[config.mk]
export PLATFORM = sky130hd
export DESIGN_NAME = op_decode_seq
export DESIGN_NICKNAME = d
export VERILOG_FILES = /design/src/rtl/op_decode_seq.sv
export SDC_FILE = /design/constraint.sdc
export NUM_CORES = 1
export LEC_CHECK = 0
export ABC_CLOCK_PERIOD_IN_PS = 2300
export BUFFER_PORTS_ARGS = -buffer_cell sky130_fd_sc_hd__buf_2
export CAP_MARGIN = 0
export CORE_UTILIZATION = 52
export CTS_CLUSTER_SIZE = 20
export DETAILED_ROUTE_END_ITERATION = 16
export PLACE_DENSITY = 0.9
export SLEW_MARGIN = 40
export SYNTH_ARGS = -nofsm -noshare
export SYNTH_HDL_FRONTEND = slang
export SYNTH_SLANG_ARGS = --single-unit
[constraint.sdc]
create_clock -name CLK -period 2.3 [get_ports CLK]
set_input_delay 0.46 -clock CLK [delete_from_list [all_inputs] [get_ports CLK]]
set_output_delay 0.46 -clock CLK [all_outputs]
set_load 0.05 [all_outputs]
[src/rtl/op_decode_seq.sv]
// Registered instruction decoder and execute sequencer: accepts an IR over valid/ready,
// checks its prefix, and holds a one-hot decode plus step counter until the datapath retires it.
module op_decode_seq #(
  parameter int OP_W       = 4,
  parameter int PREFIX_W   = 4,
  parameter int PREFIX_VAL = 0,
  parameter int MAX_STEPS  = 8
) (
  input  logic                         CLK,
  input  logic                         FULL_RESET,
  input  logic [PREFIX_W+OP_W-1:0]     IR,
  input  logic                         IR_VALID,
  output logic                         IR_READY,
  input  logic                         EXEC_DONE,
  output logic [(2**OP_W)-1:0]         DEC,
  output logic                         DEC_VALID,
  output logic [OP_W-1:0]              OPCODE,
  output logic [$clog2(MAX_STEPS)-1:0] TSTEP,
  output logic                         ILLEGAL,
  output logic                         TIMEOUT,
  output logic                         BUSY
);

  localparam int IR_W   = PREFIX_W + OP_W;
  localparam int DEC_W  = 2 ** OP_W;
  localparam int STEP_W = $clog2(MAX_STEPS);
  localparam logic [STEP_W-1:0] LAST_STEP = STEP_W'(MAX_STEPS - 1);

  typedef enum logic [1:0] {
    IDLE = 2'd0,
    EXEC = 2'd1,
    ERR  = 2'd2
  } state_t;

  state_t state;
  logic   accept;

  function automatic logic prefix_ok(input logic [IR_W-1:0] ir);
    return ir[IR_W-1:OP_W] == PREFIX_W'(PREFIX_VAL);
  endfunction

  function automatic logic [DEC_W-1:0] one_hot(input logic [OP_W-1:0] op);
    logic [DEC_W-1:0] v;
    v     = '0;
    v[op] = 1'b1;
    return v;
  endfunction

  // A retiring instruction frees the slot in the same cycle, so fetch can issue back-to-back.
  assign IR_READY = !FULL_RESET && ((state == IDLE) || ((state == EXEC) && EXEC_DONE));
  assign accept   = IR_VALID && IR_READY;
  assign BUSY     = (state != IDLE);

  always_ff @(posedge CLK) begin
    if (FULL_RESET) begin
      state     <= IDLE;
      DEC       <= '0;
      DEC_VALID <= 1'b0;
      OPCODE    <= '0;
      TSTEP     <= '0;
      ILLEGAL   <= 1'b0;
      TIMEOUT   <= 1'b0;
    end else begin
      ILLEGAL <= 1'b0;
      TIMEOUT <= 1'b0;
      if (accept) begin
        TSTEP <= '0;
        if (prefix_ok(IR)) begin
          state     <= EXEC;
          DEC       <= one_hot(IR[OP_W-1:0]);
          OPCODE    <= IR[OP_W-1:0];
          DEC_VALID <= 1'b1;
        end else begin
          state     <= ERR;
          DEC       <= '0;
          DEC_VALID <= 1'b0;
          ILLEGAL   <= 1'b1;
        end
      end else begin
        case (state)
          EXEC: begin
            // Completion takes precedence over the step limit on the final step.
            if (EXEC_DONE) begin
              state     <= IDLE;
              DEC       <= '0;
              DEC_VALID <= 1'b0;
              TSTEP     <= '0;
            end else if (TSTEP == LAST_STEP) begin
              state     <= IDLE;
              DEC       <= '0;
              DEC_VALID <= 1'b0;
              TSTEP     <= '0;
              TIMEOUT   <= 1'b1;
            end else begin
              TSTEP <= TSTEP + STEP_W'(1);
            end
          end
          ERR:     state <= IDLE;
          default: state <= IDLE;
        endcase
      end
    end
  end

  a_pulse_excl: assert property (@(posedge CLK) disable iff (FULL_RESET)
    !(ILLEGAL && TIMEOUT));
  a_dec_onehot: assert property (@(posedge CLK) disable iff (FULL_RESET)
    DEC_VALID |-> $onehot(DEC));
  a_dec_clear: assert property (@(posedge CLK) disable iff (FULL_RESET)
    !DEC_VALID |-> (DEC == '0));

endmodule
# Word-level counts from Yosys, hierarchy flattened

Cells that the tools add are included.

Order comparisons: 2
Reductions and logical operators: 16
Equality and inequality tests: 3
Bitwise operators: 2
Muxes and demuxes: 21
Add/subtract/negate cells: 1

Operator list:

| operator              | number |
|---|---|
| $mux W16              | 5 |
| $mux W2               | 5 |
| $mux W1               | 8 |
| $mux W3               | 2 |
| $lt A4 B5 Y1 const B  | 1 |
| $demux W1 S4          | 1 |
| $ge A4 B1 Y1 const B  | 1 |
| $logic_and A1 B1 Y1   | 4 |
| $logic_not A4 Y1      | 1 |
| $ne A4 B3 Y1 const B  | 1 |
| $reduce_and A2 Y1     | 2 |
| $reduce_bool A2 Y1    | 2 |
| $reduce_or A2 Y1      | 2 |
| $reduce_or A4 Y1      | 1 |
| $add A3 B1 Y3 const B | 1 |
| $eq A3 B3 Y1 const B  | 1 |
| $reduce_bool A3 Y1    | 1 |
| $eq A2 B1 Y1 const B  | 1 |
| $logic_not A2 Y1      | 1 |
| $not A1 Y1            | 2 |
| $logic_not A1 Y1      | 1 |
| $logic_or A1 B1 Y1    | 1 |

Output and inout bits: 28
Input bits: 12
Bits in registers: 28
Word-level logic and storage cells: 52

# Logic depth before layout (Yosys ltp)

Gate-level depths: netlist of run 1.

Word-level depth: 7
Mapped depth: 6

# Worst setup path after synthesis of run 1

No wires, ideal clock.

Path type: flip-flop to flip-flop
Start point: register TSTEP[0]
End point: register DEC[10]
Setup time: 0.126 ns
Slack: 0.410 ns
Required time: 2.174 ns
Clock period less this slack: 1.890 ns
Arrival: 1.764 ns
Stages on the path, launching flop included: 7
Path buffers: 1
Cells stage by stage: dfxtp_1 ha_1 ha_1 nor3b_2 o31ai_4 buf_2 o32ai_1

Word-level cells in the longest chain between the ends: 3

RTL lines:

| item                                | RTL line | source |
|---|---|---|
| start, declared                     | 18       | `output logic [$clog2(MAX_STEPS)-1:0] TSTEP,` |
| start signal, assigned              | 95       | `TSTEP <= TSTEP + STEP_W'(1);` |
| $eq A3 B3 Y1                        | 88       | `end else if (TSTEP == LAST_STEP) begin` |
| $reduce_bool A3 Y1 (no source line) | -        |  |
| $reduce_and A2 Y1 (no source line)  | -        |  |
| end signal, assigned                | 70       | `DEC <= one_hot(IR[OP_W-1:0]);` |
| end, declared                       | 15       | `output logic [(2**OP_W)-1:0] DEC,` |

No other way between the ends.
A chain may end at the register's enable or synchronous reset.

# Worst setup path in the final report of run 1

Start point: register state[1]
End point: output IR_READY

Word-level cells in the longest chain between the ends: 4

RTL lines:

| item                    | RTL line | source |
|---|---|---|
| start, declared         | 35       | `state_t state;` |
| start signal, assigned  | 56       | `state <= IDLE;` |
| start signal, assigned  | 69       | `state <= EXEC;` |
| start signal, assigned  | 74       | `state <= ERR;` |
| $eq A2 B1 Y1            | 50       | `assign IR_READY = !FULL_RESET && ((state == IDLE) \|\| ((state == EXEC) && EXEC_DONE));` |
| $logic_and A1 B1 Y1     | 50       |  |
| $logic_or A1 B1 Y1 (*)  | 50       |  |
| $logic_and A1 B1 Y1 (*) | 50       |  |
| end, declared           | 13       | `output logic IR_READY,` |

Every way passes the cells marked *; elsewhere a longest branch is shown, timed or not.

==> results of run 1 <==
-- worst max-delay path: stages (launching register included) --
cell	delay [ns]
dfxtp_1	0.38
nor2_2	0.21
and2_1	0.15
buf_2	0.25
-- area by class of cell --
class                      instances  share of cell area, %
tap                               27                   2.42
inverter                          18                   4.84
timing repair buffer              40                   14.5
clock buffer                       4                   2.60
sequential                        28                   40.1
multi-input combinational         63                   35.5
-- synth_stat cells --
cell type  count  share of area, %
nand3_1        1              0.43
nor2b_1        2               1.1
nor4_4         1               1.8
nand2_1        9               2.9
o32ai_1       16                12
nor2_2         1              0.54
inv_1         18               5.9
nand4_2        1               1.1
buf_6          2               2.0
ha_1           2               2.2
a31o_2         1              0.76
mux2_4         2               2.6
nor4b_1        1              0.76
nor3b_2        1               1.1
nor2_1         3              0.98
o41ai_1        1              0.76
a21oi_1        3               1.3
or2_2          3               1.6
and4_2         1              0.87
and2_1         1              0.54
o21ai_0        1              0.43
o31ai_4        1               1.8
buf_2          1              0.43
dfxtp_1       28                49
or4_1          1              0.65
or3b_1         2               1.5
nand2b_1       6               3.3
mux2i_1        2               1.7
-- flip-flops by register name (all words and copies together), names as in the netlist --
name	cells
state	2
DEC	16
DEC_VALID	1
ILLEGAL	1
OPCODE	4
TSTEP	3
TIMEOUT	1
-- cells by family after synthesis --
logic type	after synthesis
adders and majority gates	2
muxes	4
and+or+nand+nor	34
DFF	28
buffers and inverters	21
AOI/OAI and AO/OA	23
-- power breakdown --
part           leakage [nW]  switching, mW  internal (mW)  total, mW
Clock                0.0210          0.147         0.0971      0.244
Sequential            0.226        0.00275          0.489      0.492
Combinational         0.343         0.0573         0.0252     0.0825
Total                 0.590          0.207          0.611      0.819
-- stage by stage --
step	cells	total power, mW	setup WS [ns]	utilization [%]
final	180	0.819	0.515	69.1
after global routing	180	0.842	0.372	69.1
after CTS	180	0.816	0.511	69.1
after detailed placement	176	0.584	0.517	67.3
after global placement	176	0.580	0.635	67.3
after floorplan	112	0.554	0.410	-
-- placed cells by master (no fill, tap or decap) --
master	synthesis	final
buf_2	1	39
o21ai_0	1	1
o31ai_4	1	1
mux2_4	2	2
ha_1	2	2
or3b_1	2	2
nor4_4	1	1
mux2i_1	2	2
nand3_1	1	1
nand4_2	1	1
nand2b_1	6	6
nor3b_2	1	1
o32ai_1	16	16
nor2_1	3	3
nor2_2	1	1
nand2_1	9	9
nor2b_1	2	2
or2_2	3	3
a31o_2	1	1
buf_4	0	1
inv_1	18	18
nor4b_1	1	1
dfxtp_1	28	28
a21oi_1	3	3
clkbuf_8	0	1
clkbuf_4	0	3
and2_1	1	1
or4_1	1	1
and4_2	1	1
o41ai_1	1	1
-- layer usage --
layer / GRT usage (%) / share of wire, %
met1: 25.3 / 42
met2: 38.9 / 51
met3: 4.98 / 3.7
met4: 12.7 / 3.4
met5: 0 / 0
-- path summary, 6_finish.rpt --
path                            slack, ns  endpoint  startpoint  cells past startpoint
worst max register to register       0.52   DEC[13]    TSTEP[0]                      5
worst min register to register       0.47    DEC[2]      DEC[2]                      2
worst min-delay path                 0.38   TIMEOUT   EXEC_DONE                      2
worst max-delay path                 0.51  IR_READY    state[1]                      3
==> metrics, run 1 <==
area of all placed cells without fillers=1400 um2; Post-CTS Hold Fix Bufs=0; half-perimeter wire length after placement=1910 um; routability cong.=0.745; Avg WL per Cell=13.8 um; area of the placeable core=2020 um2; min cycle time layout=1.79 ns; post-synthesis cell type count=28; area occupied by multi-input gates=495 um2; dominant combinational cell family by area after synthesis=simple AND/OR/NAND/NOR gates; clock insertion delay at the later pin of the skew report=0.33 ns; final-report setup violation count=0; antenna viol nets, final=0; netlist area before placement=1150 um2; FF/Latch Area=561 um2; routed wire length=2490 um; GRT Total Usage=22.5%; FILL cells=164; length of the first detailed-routing pass in iterations=4; number of sinks driven by the clock tree=28; Ports=40; Worst IR Drop VDD=0.434 mV; clock root cell=clkbuf_4; die height=49.1 um; synth warn=0; vias per std cell=5.48; flip-flop and latch count after synthesis=28; clock skew=0.00616 ns; largest driver fanout on the critical path=5; data arrival at the endpoint of the critical path=1.33 ns; kind of critical path=register to output port; number of max-capacitance violations reported=0; largest net degree at the start of global routing=21; DRC=0; wire length of the first global-routing pass=3990 um; max-slew headroom at the worst pin=58.1%; maximum frequency from static timing analysis=560 MHz; clock transition at the registers of the reported paths=0.15 ns; Hold Worst Slack=0.379 ns; synthesized netlist cell count=112; post-synth net total=126; number of antenna violations at the first check in global routing=0; layout net count=168; CTS tree=done; number of rows in the core area=16; overflow left after global routing=0; fraction of the mapped netlist area in adder cells=2.17%; post-synthesis area per instance=10.3 um2; leak pwr=0.590 nW; TritonCTS Buffers=3; Resized cells post-CTS=0; critical path launch point type=register; area added between synthesis and finish=21.3%; slew at the pin closest to its max-slew limit=0.629 ns; full die area=2410 um2; mux share of post-synthesis cell area=4.35%; via count of the first global-routing pass=859; number of design-rule violations left by the first detailed-router iteration=18; synthesized-area fraction occupied by and/or/nand/nor cells=19.2%; post-CTS setup buffer count=0; total negative slack for setup checks=0 ns; final hold viol count=0; share of final-layout standard cells stronger than drive strength 1=36.6%; total power per unit cell area=586 nW/um2; count of inserted antenna diode cells=0; area share of xor/xnor cells in the synthesized design=0%; element type at the critical path end=output port; crit share post-route=77.6%; status=complete, no violations; Synth Area in Compound Gates=17.3%; buffers from clock root to sink, at most=2; count of buffers from port buffering=39; count of pins over their slew limit=0; effective utilization at floorplan=56.9%; worst hold-check path type=input pin to register; number of levels the H-tree was split into=1; unrepaired setup endpoints after global routing=no; required time at the worst-slack endpoint=1.84 ns; via count=986; sequential-to-total area share from yosys stat=48.7%; total cell area at the placement stage=1360 um2; die extent in x=49.1 um
No activity file was read; power rests on OpenSTA's default activity.
==> inputs of run 2 (changes only) <==
- ABC_AREA: unset -> 1
- ABC_CLOCK_PERIOD_IN_PS: 2300 -> 1600
- CORE_UTILIZATION: 52 -> 45
- PLACE_DENSITY: 0.9 -> 0.81
- clock period: 2.3 -> 1.6 ns (I/O delays scaled with it)
==> metrics, run 2 <==
status=complete, no violations; most frequent standard cell in the layout excluding fill and tap cells=nand2_1; number of design-rule violations left by the first detailed-router iteration=29; area share of xor/xnor cells in the synthesized design=0%; overflow left after global routing=0; area added between synthesis and finish=21.0%; leak pwr=0.719 nW; final hold viol count=0; total cell area at the placement stage=1520 um2; min cycle time layout=1.53 ns; TritonCTS Buffers=3; effective utilization at floorplan=47.4%; worst hold-check path type=input pin to register; half-perimeter wire length after placement=2110 um; critical path launch point type=register; count of inserted antenna diode cells=0; total power per unit cell area=764 nW/um2; via count of the first global-routing pass=1,153; number of antenna violations at the first check in global routing=0; clock transition at the registers of the reported paths=0.15 ns; flip-flop and latch count after synthesis=28; Crit-path slowest cell=dfxtp_2; final design utilization=57.4%; buffers from clock root to sink, at most=2; register with the most flip-flops=DEC; total negative slack for setup checks=0 ns; post-synth net total=202; launch point of the worst reg-to-reg path=TSTEP[0]; fraction of the mapped netlist area in adder cells=1.93%; die height=55.7 um; flip-flop count of the largest register, all copies and words added=16; crit share post-route=95.8%; Avg WL per Cell=11.0 um; CTS tree=done; clock insertion delay at the later pin of the skew report=0.33 ns; most instantiated flip-flop cell in the synthesis netlist=dfxtp_1; synth warn=0; Top Registers=DEC (16), OPCODE (4), TSTEP (3); Cells after DPL=255; r2r worst-path depth=7; FF/Latch Area=564 um2; largest net degree at the start of global routing=22; setup ws final=0.0671 ns; count of buffers from port buffering=39; Max stage delay on crit path=0.37 ns; element type at the critical path end=output port; clock skew=0.00752 ns; fraction of post-synthesis cell area in the top cell type by area=43.2%; area occupied by multi-input gates=626 um2; post-synthesis area per instance=6.89 um2; largest driver fanout on the critical path=4; most numerous cell types in the synthesized netlist=nand2_1 (45), nor2_1 (36), dfxtp_1 (28); routability cong.=0.852; required time at the worst-slack endpoint=1.28 ns; DP Worst Slack=0.104 ns; Worst Hold End=TSTEP[2]; mux share of post-synthesis cell area=0%; DRC=0; FILL cells=286; ordered cell list for the critical path=nor2_2, nand2_2, inv_1, clkbuf_4; maximum frequency from static timing analysis=652 MHz; vias per std cell=4.92; number of levels the H-tree was split into=1; Yosys top cell by area=dfxtp_1; number of flops mapped to enable cells by yosys=0; overall power of the completed layout=1.20 mW; data arrival at the endpoint of the critical path=1.21 ns; layout net count=243; routed wire length=2840 um; Worst IR Drop VDD=0.786 mV; Ports=40; number of standard cells in the layout, taps in and fillers out=259; number of sinks driven by the clock tree=28; antenna viol nets, final=0; wire length of the first global-routing pass=4750 um; async set-or-reset flop fraction in the synthesized netlist=0%; sequential-to-total area share from yosys stat=43.2%; Hold Worst Slack=0.283 ns; dominant combinational cell family by area after synthesis=simple AND/OR/NAND/NOR gates; unrepaired setup endpoints after global routing=no; GRT Total Usage=18.9%; clock root cell=clkbuf_4; startpoint of the most critical hold path=EXEC_DONE; synthesized netlist cell count=188; number of rows in the core area=19; depth of the worst hold-timing path=4; max-slew headroom at the worst pin=80.5%; full die area=3100 um2; kind of critical path=register to output port; commonest non-fill, non-tap cells in the layout=nand2_1 (45), buf_2 (38), nor2_1 (36); length of the first detailed-routing pass in iterations=4; area of the placeable core=2730 um2; post-synthesis cell type count=19; share of final-layout standard cells stronger than drive strength 1=26.3%; most numerous cell in the Yosys netlist=nand2_1; dominant cells by area after synthesis=dfxtp_1 (43%), nand2_1 (13%), nor2_1 (10%), nand3_1 (9.7%), a21oi_1 (6.9%); final-report setup violation count=0; worst flop-to-flop path endpoint=DEC[9]; count of pins over their slew limit=0; die extent in x=55.7 um; synthesized-area fraction occupied by and/or/nand/nor cells=37.4%; slew at the pin closest to its max-slew limit=0.291 ns; register-to-register setup slack=0.13 ns; area of all placed cells without fillers=1570 um2; number of max-capacitance violations reported=0; Synth Area in Compound Gates=8.59%; via count=1,273; netlist area before placement=1300 um2
==> run 2: final cells by class <==
cell class,instances,share of cell area [%]
Timing Repair Buffer,44,15.8
Multi-Input combinational cell,137,39.9
Sequential cell,28,36.0
Inverter,15,3.59
Clock buffer,4,2.31
Tap cell,31,2.47
==> run 2: worst max path at each step <==
stage          startpoint       end  slack, ns  cells past startpoint
6_report         state[1]  IR_READY       0.07                      4
5_1_grt          state[1]  IR_READY      0.004                      4
2_1_floorplan    TSTEP[2]   DEC[10]       0.09                      7
3_3_place_gp     TSTEP[0]    DEC[1]       0.19                      7
3_5_place_dp     TSTEP[0]    DEC[9]       0.10                      7
4_1_cts          state[1]  IR_READY      0.009                      4
==> run 2: logic make-up (layout without fill, tap and decap cells) <==
| logic type | after synthesis | in the layout |
|---|---|---|
| flip-flops | 28 | 28 |
| AO/OA/AOI/OAI | 21 | 21 |
| AND/OR/NAND/NOR | 114 | 114 |
| buffers and inverters | 23 | 63 |
| adder cells (fa/ha/maj) | 2 | 2 |
==> run 2: what timing repair did <==
action                                  4_1_cts  5_1_grt
resized for setup                             0        3
hold buffers                                  0        0
setup buffers                                 0        0
endpoints found under the hold margin         0        0
endpoints found under the setup margin        0       15
==> run 2: metal layers <==
layer  wire, um  vias to the layer above  global-route usage (%)
li1           -                      677                       -
met1       1340                      568                    23.2
met2       1360                       26                    33.2
met3        123                        2                    4.88
met4         17                        0                    4.29
met5          0                        -                       0
==> run 2: power breakdown <==
part,switching [mW],internal [mW]
Combinational,0.102,0.0436
Clock,0.207,0.139
Sequential,0.00355,0.703
==> run 2: critical path: cells and delay by family (launching register included) <==
| family | cells | cell delay, ns |
|---|---|---|
| simple gates | 2 | 0.24 |
| buf+inv | 2 | 0.26 |
| flops | 1 | 0.37 |
